File: src/rtl/safe_entry_ctrl_pkg.sv
// Shared types and constants for the safe entry controller and its scrambler.
package safe_pkg;

  localparam int unsigned CHAR_W    = 7;
  localparam int unsigned NUM_SLOTS = 8;
  localparam int unsigned SLOT_AW   = $clog2(NUM_SLOTS);
  localparam int unsigned MAGIC_W   = CHAR_W * NUM_SLOTS;

  localparam logic [MAGIC_W-1:0] EXPECTED = 56'd3008192072309708;

  // Buffer slot feeding each magic field; element [0] is the most-significant field.
  localparam logic [NUM_SLOTS-1:0][SLOT_AW-1:0] MAGIC_ORDER =
    {3'd1, 3'd7, 3'd3, 3'd4, 3'd2, 3'd6, 3'd5, 3'd0};

  // Low bounds of the magic fields [55:A], [A-1:B], [B-1:C], [C-1:0] that get reordered.
  localparam int unsigned PERM_A_LO = 42;
  localparam int unsigned PERM_B_LO = 22;
  localparam int unsigned PERM_C_LO = 10;

  typedef enum logic [2:0] {
    StCollect,
    StCheck,
    StReport,
    StOpen,
    StLockout
  } state_e;

endpackage

File: src/rtl/safe_entry_ctrl_if.sv
// Character input, attempt result and safe status signals of the entry controller.
interface safe_entry_ctrl_if;
  import safe_pkg::*;

  logic              in_valid;
  logic              in_ready;
  logic [CHAR_W-1:0] in_data;
  logic              in_abort;
  logic              relock;
  logic              result_valid;
  logic              result_open;
  logic              open_safe;
  logic              locked;
  logic [1:0]        fail_count;

  modport master (
    output in_valid, in_data, in_abort, relock,
    input  in_ready, result_valid, result_open, open_safe, locked, fail_count
  );

  modport slave (
    input  in_valid, in_data, in_abort, relock,
    output in_ready, result_valid, result_open, open_safe, locked, fail_count
  );

endinterface

File: src/rtl/safe_entry_ctrl_scramble.sv
// Combinational gather-and-permute of the entry buffer, compared against the combination.
module safe_scramble
  import safe_pkg::*;
(
  input  logic [NUM_SLOTS-1:0][CHAR_W-1:0] i_slots,
  output logic                             o_match
);

  logic [MAGIC_W-1:0] w_magic;
  logic [MAGIC_W-1:0] w_permuted;

  for (genvar g = 0; g < NUM_SLOTS; g++) begin : g_magic
    assign w_magic[MAGIC_W-1-g*CHAR_W -: CHAR_W] = i_slots[MAGIC_ORDER[g]];
  end

  assign w_permuted = {w_magic[PERM_C_LO-1:0],
                       w_magic[PERM_A_LO-1:PERM_B_LO],
                       w_magic[PERM_B_LO-1:PERM_C_LO],
                       w_magic[MAGIC_W-1:PERM_A_LO]};

  assign o_match = (w_permuted == EXPECTED);

endmodule

File: src/rtl/safe_entry_ctrl.sv
// Safe passcode sequencer: collects 8 characters, checks them, manages open state and fails.
// Optional lockout after repeated failures is built when SAFE_LOCKOUT_EN is defined.
module safe_entry_ctrl
  import safe_pkg::*;
#(
  parameter int unsigned STRIDE         = 5,
  parameter int unsigned MAX_FAILS      = 3,
  parameter int unsigned LOCKOUT_CYCLES = 16
) (
  input logic              clk,
  input logic              rst,
  safe_entry_ctrl_if.slave io_bus
);

  localparam logic [SLOT_AW-1:0] STRIDE_L = SLOT_AW'(STRIDE % NUM_SLOTS);
  localparam logic [SLOT_AW-1:0] LAST_CNT = SLOT_AW'(NUM_SLOTS - 1);
  localparam logic [1:0]         FAIL_MAX = 2'(MAX_FAILS);

  state_e                          r_state, w_state_d;
  logic [SLOT_AW-1:0]              r_ptr, w_ptr_d;
  logic [SLOT_AW-1:0]              r_count, w_count_d;
  logic [1:0]                      r_fail, w_fail_d, w_fail_inc;
  logic                            r_match;
  logic [NUM_SLOTS-1:0][CHAR_W-1:0] r_slots;
  logic                            w_match;
  logic                            w_accept;
  logic                            w_in_ready, w_result_valid, w_result_open;
  logic                            w_open_safe, w_locked;

`ifdef SAFE_LOCKOUT_EN
  localparam int unsigned   LOCK_W    = (LOCKOUT_CYCLES > 1) ? $clog2(LOCKOUT_CYCLES) : 1;
  localparam logic [LOCK_W-1:0] LOCK_LOAD = LOCK_W'(LOCKOUT_CYCLES - 1);
  logic [LOCK_W-1:0] r_lock_cnt, w_lock_d;
`else
  logic w_unused_cfg;
  assign w_unused_cfg = ^LOCKOUT_CYCLES;
`endif

  safe_scramble u_scramble (
    .i_slots (r_slots),
    .o_match (w_match)
  );

  assign w_fail_inc = (r_fail == FAIL_MAX) ? r_fail : r_fail + 2'd1;

  always_comb begin
    w_state_d      = r_state;
    w_ptr_d        = r_ptr;
    w_count_d      = r_count;
    w_fail_d       = r_fail;
    w_accept       = 1'b0;
    w_in_ready     = 1'b0;
    w_result_valid = 1'b0;
    w_result_open  = 1'b0;
    w_open_safe    = 1'b0;
    w_locked       = 1'b0;
`ifdef SAFE_LOCKOUT_EN
    w_lock_d       = r_lock_cnt;
`endif
    unique case (r_state)
      StCollect: begin
        w_in_ready = !io_bus.in_abort;
        if (io_bus.in_abort) begin
          w_ptr_d   = '0;
          w_count_d = '0;
        end else if (io_bus.in_valid) begin
          w_accept  = 1'b1;
          w_ptr_d   = r_ptr + STRIDE_L;
          w_count_d = r_count + 1'b1;
          if (r_count == LAST_CNT) w_state_d = StCheck;
        end
      end
      StCheck: w_state_d = StReport;
      StReport: begin
        w_result_valid = 1'b1;
        w_result_open  = r_match;
        w_ptr_d        = '0;
        w_count_d      = '0;
        if (r_match) begin
          w_fail_d  = '0;
          w_state_d = StOpen;
        end else begin
          w_fail_d  = w_fail_inc;
          w_state_d = StCollect;
`ifdef SAFE_LOCKOUT_EN
          if (w_fail_inc == FAIL_MAX) begin
            w_state_d = StLockout;
            w_lock_d  = LOCK_LOAD;
          end
`endif
        end
      end
      StOpen: begin
        w_open_safe = 1'b1;
        if (io_bus.relock) w_state_d = StCollect;
      end
`ifdef SAFE_LOCKOUT_EN
      StLockout: begin
        w_locked = 1'b1;
        if (r_lock_cnt == '0) begin
          w_fail_d  = '0;
          w_state_d = StCollect;
        end else begin
          w_lock_d = r_lock_cnt - 1'b1;
        end
      end
`endif
      default: w_state_d = StCollect;
    endcase
  end

  always_ff @(posedge clk) begin
    if (rst) begin
      r_state <= StCollect;
      r_ptr   <= '0;
      r_count <= '0;
      r_fail  <= '0;
      r_match <= 1'b0;
    end else begin
      r_state <= w_state_d;
      r_ptr   <= w_ptr_d;
      r_count <= w_count_d;
      r_fail  <= w_fail_d;
      if (r_state == StCheck) r_match <= w_match;
    end
  end

`ifdef SAFE_LOCKOUT_EN
  always_ff @(posedge clk) begin
    if (rst) r_lock_cnt <= '0;
    else     r_lock_cnt <= w_lock_d;
  end
`endif

  // Buffer contents need no reset; only the pointer and count define a valid entry.
  always_ff @(posedge clk) begin
    if (w_accept) r_slots[r_ptr] <= io_bus.in_data;
  end

  assign io_bus.in_ready     = w_in_ready;
  assign io_bus.result_valid = w_result_valid;
  assign io_bus.result_open  = w_result_open;
  assign io_bus.open_safe    = w_open_safe;
  assign io_bus.locked       = w_locked;
  assign io_bus.fail_count   = r_fail;

endmodule

File: src/flat_wrapper.sv
// flat-port wrapper written by rule: the top's interface ports become plain ports
module safe_entry_ctrl_flat import safe_pkg::*;
#(
  parameter int unsigned STRIDE         = 5,
  parameter int unsigned MAX_FAILS      = 3,
  parameter int unsigned LOCKOUT_CYCLES = 16
)
  (clk, rst, io_bus_in_valid, io_bus_in_data, io_bus_in_abort, io_bus_relock, io_bus_in_ready, io_bus_result_valid, io_bus_result_open, io_bus_open_safe, io_bus_locked, io_bus_fail_count);
  safe_entry_ctrl_if io_bus_i ();
  input logic clk;
  input logic rst;
  input wire logic [$bits(io_bus_i.in_valid)-1:0] io_bus_in_valid;
  input wire logic [$bits(io_bus_i.in_data)-1:0] io_bus_in_data;
  input wire logic [$bits(io_bus_i.in_abort)-1:0] io_bus_in_abort;
  input wire logic [$bits(io_bus_i.relock)-1:0] io_bus_relock;
  output wire logic [$bits(io_bus_i.in_ready)-1:0] io_bus_in_ready;
  output wire logic [$bits(io_bus_i.result_valid)-1:0] io_bus_result_valid;
  output wire logic [$bits(io_bus_i.result_open)-1:0] io_bus_result_open;
  output wire logic [$bits(io_bus_i.open_safe)-1:0] io_bus_open_safe;
  output wire logic [$bits(io_bus_i.locked)-1:0] io_bus_locked;
  output wire logic [$bits(io_bus_i.fail_count)-1:0] io_bus_fail_count;
  assign io_bus_i.in_valid = io_bus_in_valid;
  assign io_bus_i.in_data = io_bus_in_data;
  assign io_bus_i.in_abort = io_bus_in_abort;
  assign io_bus_i.relock = io_bus_relock;
  assign io_bus_in_ready = io_bus_i.in_ready;
  assign io_bus_result_valid = io_bus_i.result_valid;
  assign io_bus_result_open = io_bus_i.result_open;
  assign io_bus_open_safe = io_bus_i.open_safe;
  assign io_bus_locked = io_bus_i.locked;
  assign io_bus_fail_count = io_bus_i.fail_count;
  safe_entry_ctrl #(.STRIDE(STRIDE), .MAX_FAILS(MAX_FAILS), .LOCKOUT_CYCLES(LOCKOUT_CYCLES)) u_core (.clk(clk), .rst(rst), .io_bus(io_bus_i));
endmodule
File: config.mk
export PLATFORM = sky130hd
export DESIGN_NAME = safe_entry_ctrl_flat
export DESIGN_NICKNAME = d
export VERILOG_FILES = /design/src/rtl/safe_entry_ctrl_pkg.sv /design/src/rtl/safe_entry_ctrl_if.sv /design/src/rtl/safe_entry_ctrl_scramble.sv /design/src/rtl/safe_entry_ctrl.sv /design/src/flat_wrapper.sv
export SDC_FILE = /design/constraint.sdc
export NUM_CORES = 1
export LEC_CHECK = 0
export CELL_PAD_IN_SITES_DETAIL_PLACEMENT = 0
export CELL_PAD_IN_SITES_GLOBAL_PLACEMENT = 1
export CORE_UTILIZATION = 40
export CTS_CLUSTER_SIZE = 28
export DETAILED_ROUTE_END_ITERATION = 8
export GPL_ROUTABILITY_DRIVEN = 0
export PLACE_DENSITY_LB_ADDON = 0.1
export SYNTH_ARGS = -nofsm -noshare
export SYNTH_HDL_FRONTEND = slang
export SYNTH_SLANG_ARGS = --single-unit
File: constraint.sdc
create_clock -name clk -period 1.8 [get_ports clk]
set_input_delay 0.45 -clock clk [delete_from_list [all_inputs] [get_ports clk]]
set_output_delay 0.45 -clock clk [all_outputs]
set_load 0.05 [all_outputs]
==> results.sh <==
export IMPL_clk_latency_ns=0.34
export IMPL_drtIter0Drc=103
export IMPL_cts_buffers=9
export IMPL_r2r_start="u_core.r_slots[6]"
export IMPL_period_share_pct=98.0
export IMPL_comb_power_share_pct=4.2
export IMPL_max_freq_mhz=567
export IMPL_leakage_nw=1.03
export IMPL_port_buffers=17
export IMPL_start_util_pct=41.3
export IMPL_antenna_found_initial=0
export IMPL_postSynthCellCount=157
export IMPL_sw_frac_of_total_pct=21.1
export IMPL_hold_path_class="reg2reg"
export IMPL_hold_violations=0
export IMPL_rsz0062_at_grt="true"
export IMPL_synth_top_area_share_pct=68.9
export IMPL_synthDistinctLibCells=30
export IMPL_synth_compound_area_share_pct=3.59
export IMPL_layout_cells_non_filler=272
export IMPL_clk_path_buf_depth=2
export IMPL_setup_viol=0
export IMPL_final_layout_size_suffix_gt1_share_pct=28.4
export IMPL_num_fill_cells=478
export IMPL_syn_area_per_cell_um2=15.6
export IMPL_rows=28
export IMPL_ios=19
export IMPL_antenna_left=0
export IMPL_worstRegToRegCells=4
export IMPL_crit_start="u_core.r_slots[6]"
export IMPL_crit_type="reg2reg"
export IMPL_r2r_slack_ns=0.04
export IMPL_synth_edf_count=56
export IMPL_synthArstFlopShare_pct=0
export IMPL_skew_ns=0.00905
export IMPL_htree_num_levels=3
export IMPL_ys_dominant_reg_cell="edfxtp_1"
export IMPL_cts_tree="done"
export IMPL_grt_ovfl_total=0
export IMPL_grt_max_degree=13
export IMPL_die_w_um=80.1
export IMPL_drc=0
export IMPL_crit_required_ns=2.07
export IMPL_drv_slew=0
export IMPL_grt_pass1_wl_um=7340
export IMPL_ir_drop_mv=0.530
export IMPL_p_int_mw=2.38
export IMPL_hpwl_um=3200
export IMPL_cts_root_buf="clkbuf_8"
export IMPL_antennaDiodeCount=0
export IMPL_synth_mux_area_share_pct=0
export IMPL_yosys_area_top_type="edfxtp_1"
export IMPL_clk_pin_slew_ns=0.07
export IMPL_power_frac_seq_pct=56.5
export IMPL_synth_top_family_by_area="simple AND/OR/NAND/NOR gates"
export IMPL_dieHeight_um=80.1
export IMPL_holdPathEnd="u_core.r_count[1]"
export IMPL_min_path_cells=2
export IMPL_synth_common_cells="edfxtp_1, nor2_1, dfxtp_1, a21oi_1, nand2_1"
export IMPL_die_area_um2=6420
export IMPL_crit_path_max_fanout=1
export IMPL_grt_usage_pct=16.9
export IMPL_hold_start="u_core.r_count[1]"
export IMPL_via_per_inst=5.18
export IMPL_yosysMostFrequentCell="edfxtp_1"
export IMPL_synth_simple_gate_area_share_pct=15.1
export IMPL_synth_fa_ha_area_share_pct=2.05
export IMPL_wirelength_um=4680
export IMPL_cp_start_kind="flop"
export IMPL_switchingPower_uw=636
export IMPL_reg2reg_to="u_core.r_match"
export IMPL_yosysWarningCount=0
export IMPL_core_area_um2=5920
export IMPL_outcome="complete, no violations"
export IMPL_dr_pass1_iters=4
export IMPL_via_count=1410
export IMPL_area_growth_pct=29.1
export IMPL_final_min_clock_period_ns=1.76
export IMPL_max_cap_violations=0
export IMPL_arrival_ns=2.03
export IMPL_syn_nets=173
export IMPL_final_nets=208
export IMPL_crit_path_end_kind="flop"
export IMPL_clkPwrFrac_pct=39.3
export IMPL_synthesis_area_um2=2440
export IMPL_synth_xor_area_share_pct=0
export IMPL_setup_tns_ns=0
export IMPL_cts_sinks=67
export IMPL_ys_ff_latch=67
export IMPL_dp_cells=252
export IMPL_yosysSeqAreaShare_pct=77.9
export IMPL_avgRoutedWirePerCell_um=17.2
export IMPL_grt_pass1_vias=1403
export IMPL_synth_area_leaders="edfxtp_1, dfxtp_1, a21oi_1"
export IMPL_p_per_area_nw_per_um2=957
-- flip-flops by register name (all words and copies together), names as in the netlist --
name and count:
u_core.io_bus.fail_count 2, u_core.r_count 3, u_core.r_match 1, u_core.r_ptr 3, u_core.r_slots 56, u_core.r_state 2
-- power by group through the flow --
stage | clock network [mW] | registers (mW) | logic [mW]
after floorplan | 0 | 1.74 | 0.0526
after global placement | 0 | 1.74 | 0.127
after detailed placement | 0 | 1.74 | 0.128
after CTS | 1.20 | 1.71 | 0.127
after global routing | 1.27 | 1.71 | 0.137
final | 1.19 | 1.71 | 0.126
-- worst max-delay path, stage by stage, from the launching register on --
cell	delay, ns
edfxtp_1	0.37
nand4b_1	0.18
or4_1	0.51
or4_4	0.50
a21oi_2	0.14
-- cell families (layout without fill, tap and decap cells) --
| logic type | count (synthesis) | after routing |
|---|---|---|
| buf+inv | 7 | 47 |
| other cells | 1 | 1 |
| flops | 67 | 67 |
| compound gates | 16 | 16 |
| fa+ha+maj | 4 | 4 |
| simple gates | 62 | 62 |
-- final cells by class --
class | instances | area [um^2] | area share, %
Sequential cell | 67 | 1910 | 60.5
Clock buffer | 9 | 124 | 3.93
Timing Repair Buffer | 28 | 298 | 9.44
Inverter | 3 | 15.0 | 0.476
Clock inverter | 7 | 68.8 | 2.18
Tap cell | 75 | 93.8 | 2.98
Multi-Input combinational cell | 83 | 646 | 20.5
-- per-stage QoR --
stage / util [%] / area, um^2 / total power [mW] / worst slack [ns] / hold slack, ns
floorplan: - / 2550 / 1.79 / -0.183 / 0.436
global placement: 48.6 / 2880 / 1.87 / -0.255 / 0.450
detailed placement: 48.6 / 2880 / 1.87 / -0.298 / 0.456
finish: 53.3 / 3150 / 3.02 / 0.0353 / 0.462
CTS: 52.3 / 3100 / 3.04 / 0.0197 / 0.466
global route: 53.3 / 3150 / 3.12 / 0.000825 / 0.491
-- how the worst max path moves through the flow --
| stage | to | cells past startpoint |
|---|---|---|
| after floorplan | u_core.r_slots[0] | 4 |
| after global placement | u_core.r_slots[9] | 5 |
| after detailed placement | u_core.r_slots[10] | 5 |
| after CTS | u_core.r_match | 5 |
| after global routing | u_core.r_match | 4 |
| final | u_core.r_match | 4 |
-- timing repair --
item | 4_1_cts | 5_1_grt
pin swaps | 0 | 2
setup buffers | 0 | 4
hold endpoints to repair | 0 | 0
setup endpoints to repair | 4 | 3
cloned | 0 | 0
hold buffers | 0 | 0
resized for setup | 9 | 6
-- placed cells by master (no fill, tap or decap), types with 6 or more instances in the layout --
| master | count |
|---|---|
| a21oi_1 | 9 |
| edfxtp_1 | 56 |
| clkbuf_8 | 9 |
| dfxtp_1 | 9 |
| clkdlybuf4s50_1 | 10 |
| nor2_1 | 7 |
| nor2_4 | 6 |
| nand2_1 | 8 |
| buf_4 | 11 |
-- per-layer routing --
layer  global-route usage [%]  vias up  share of wire [%]
met5                        0        -                  0
met4                     9.64        0                2.6
met2                     24.6       35                 46
li1                         -      670                  -
met1                     23.0      692                 47
met3                     4.09       13                3.6
(Power assumes the default switching activity.)
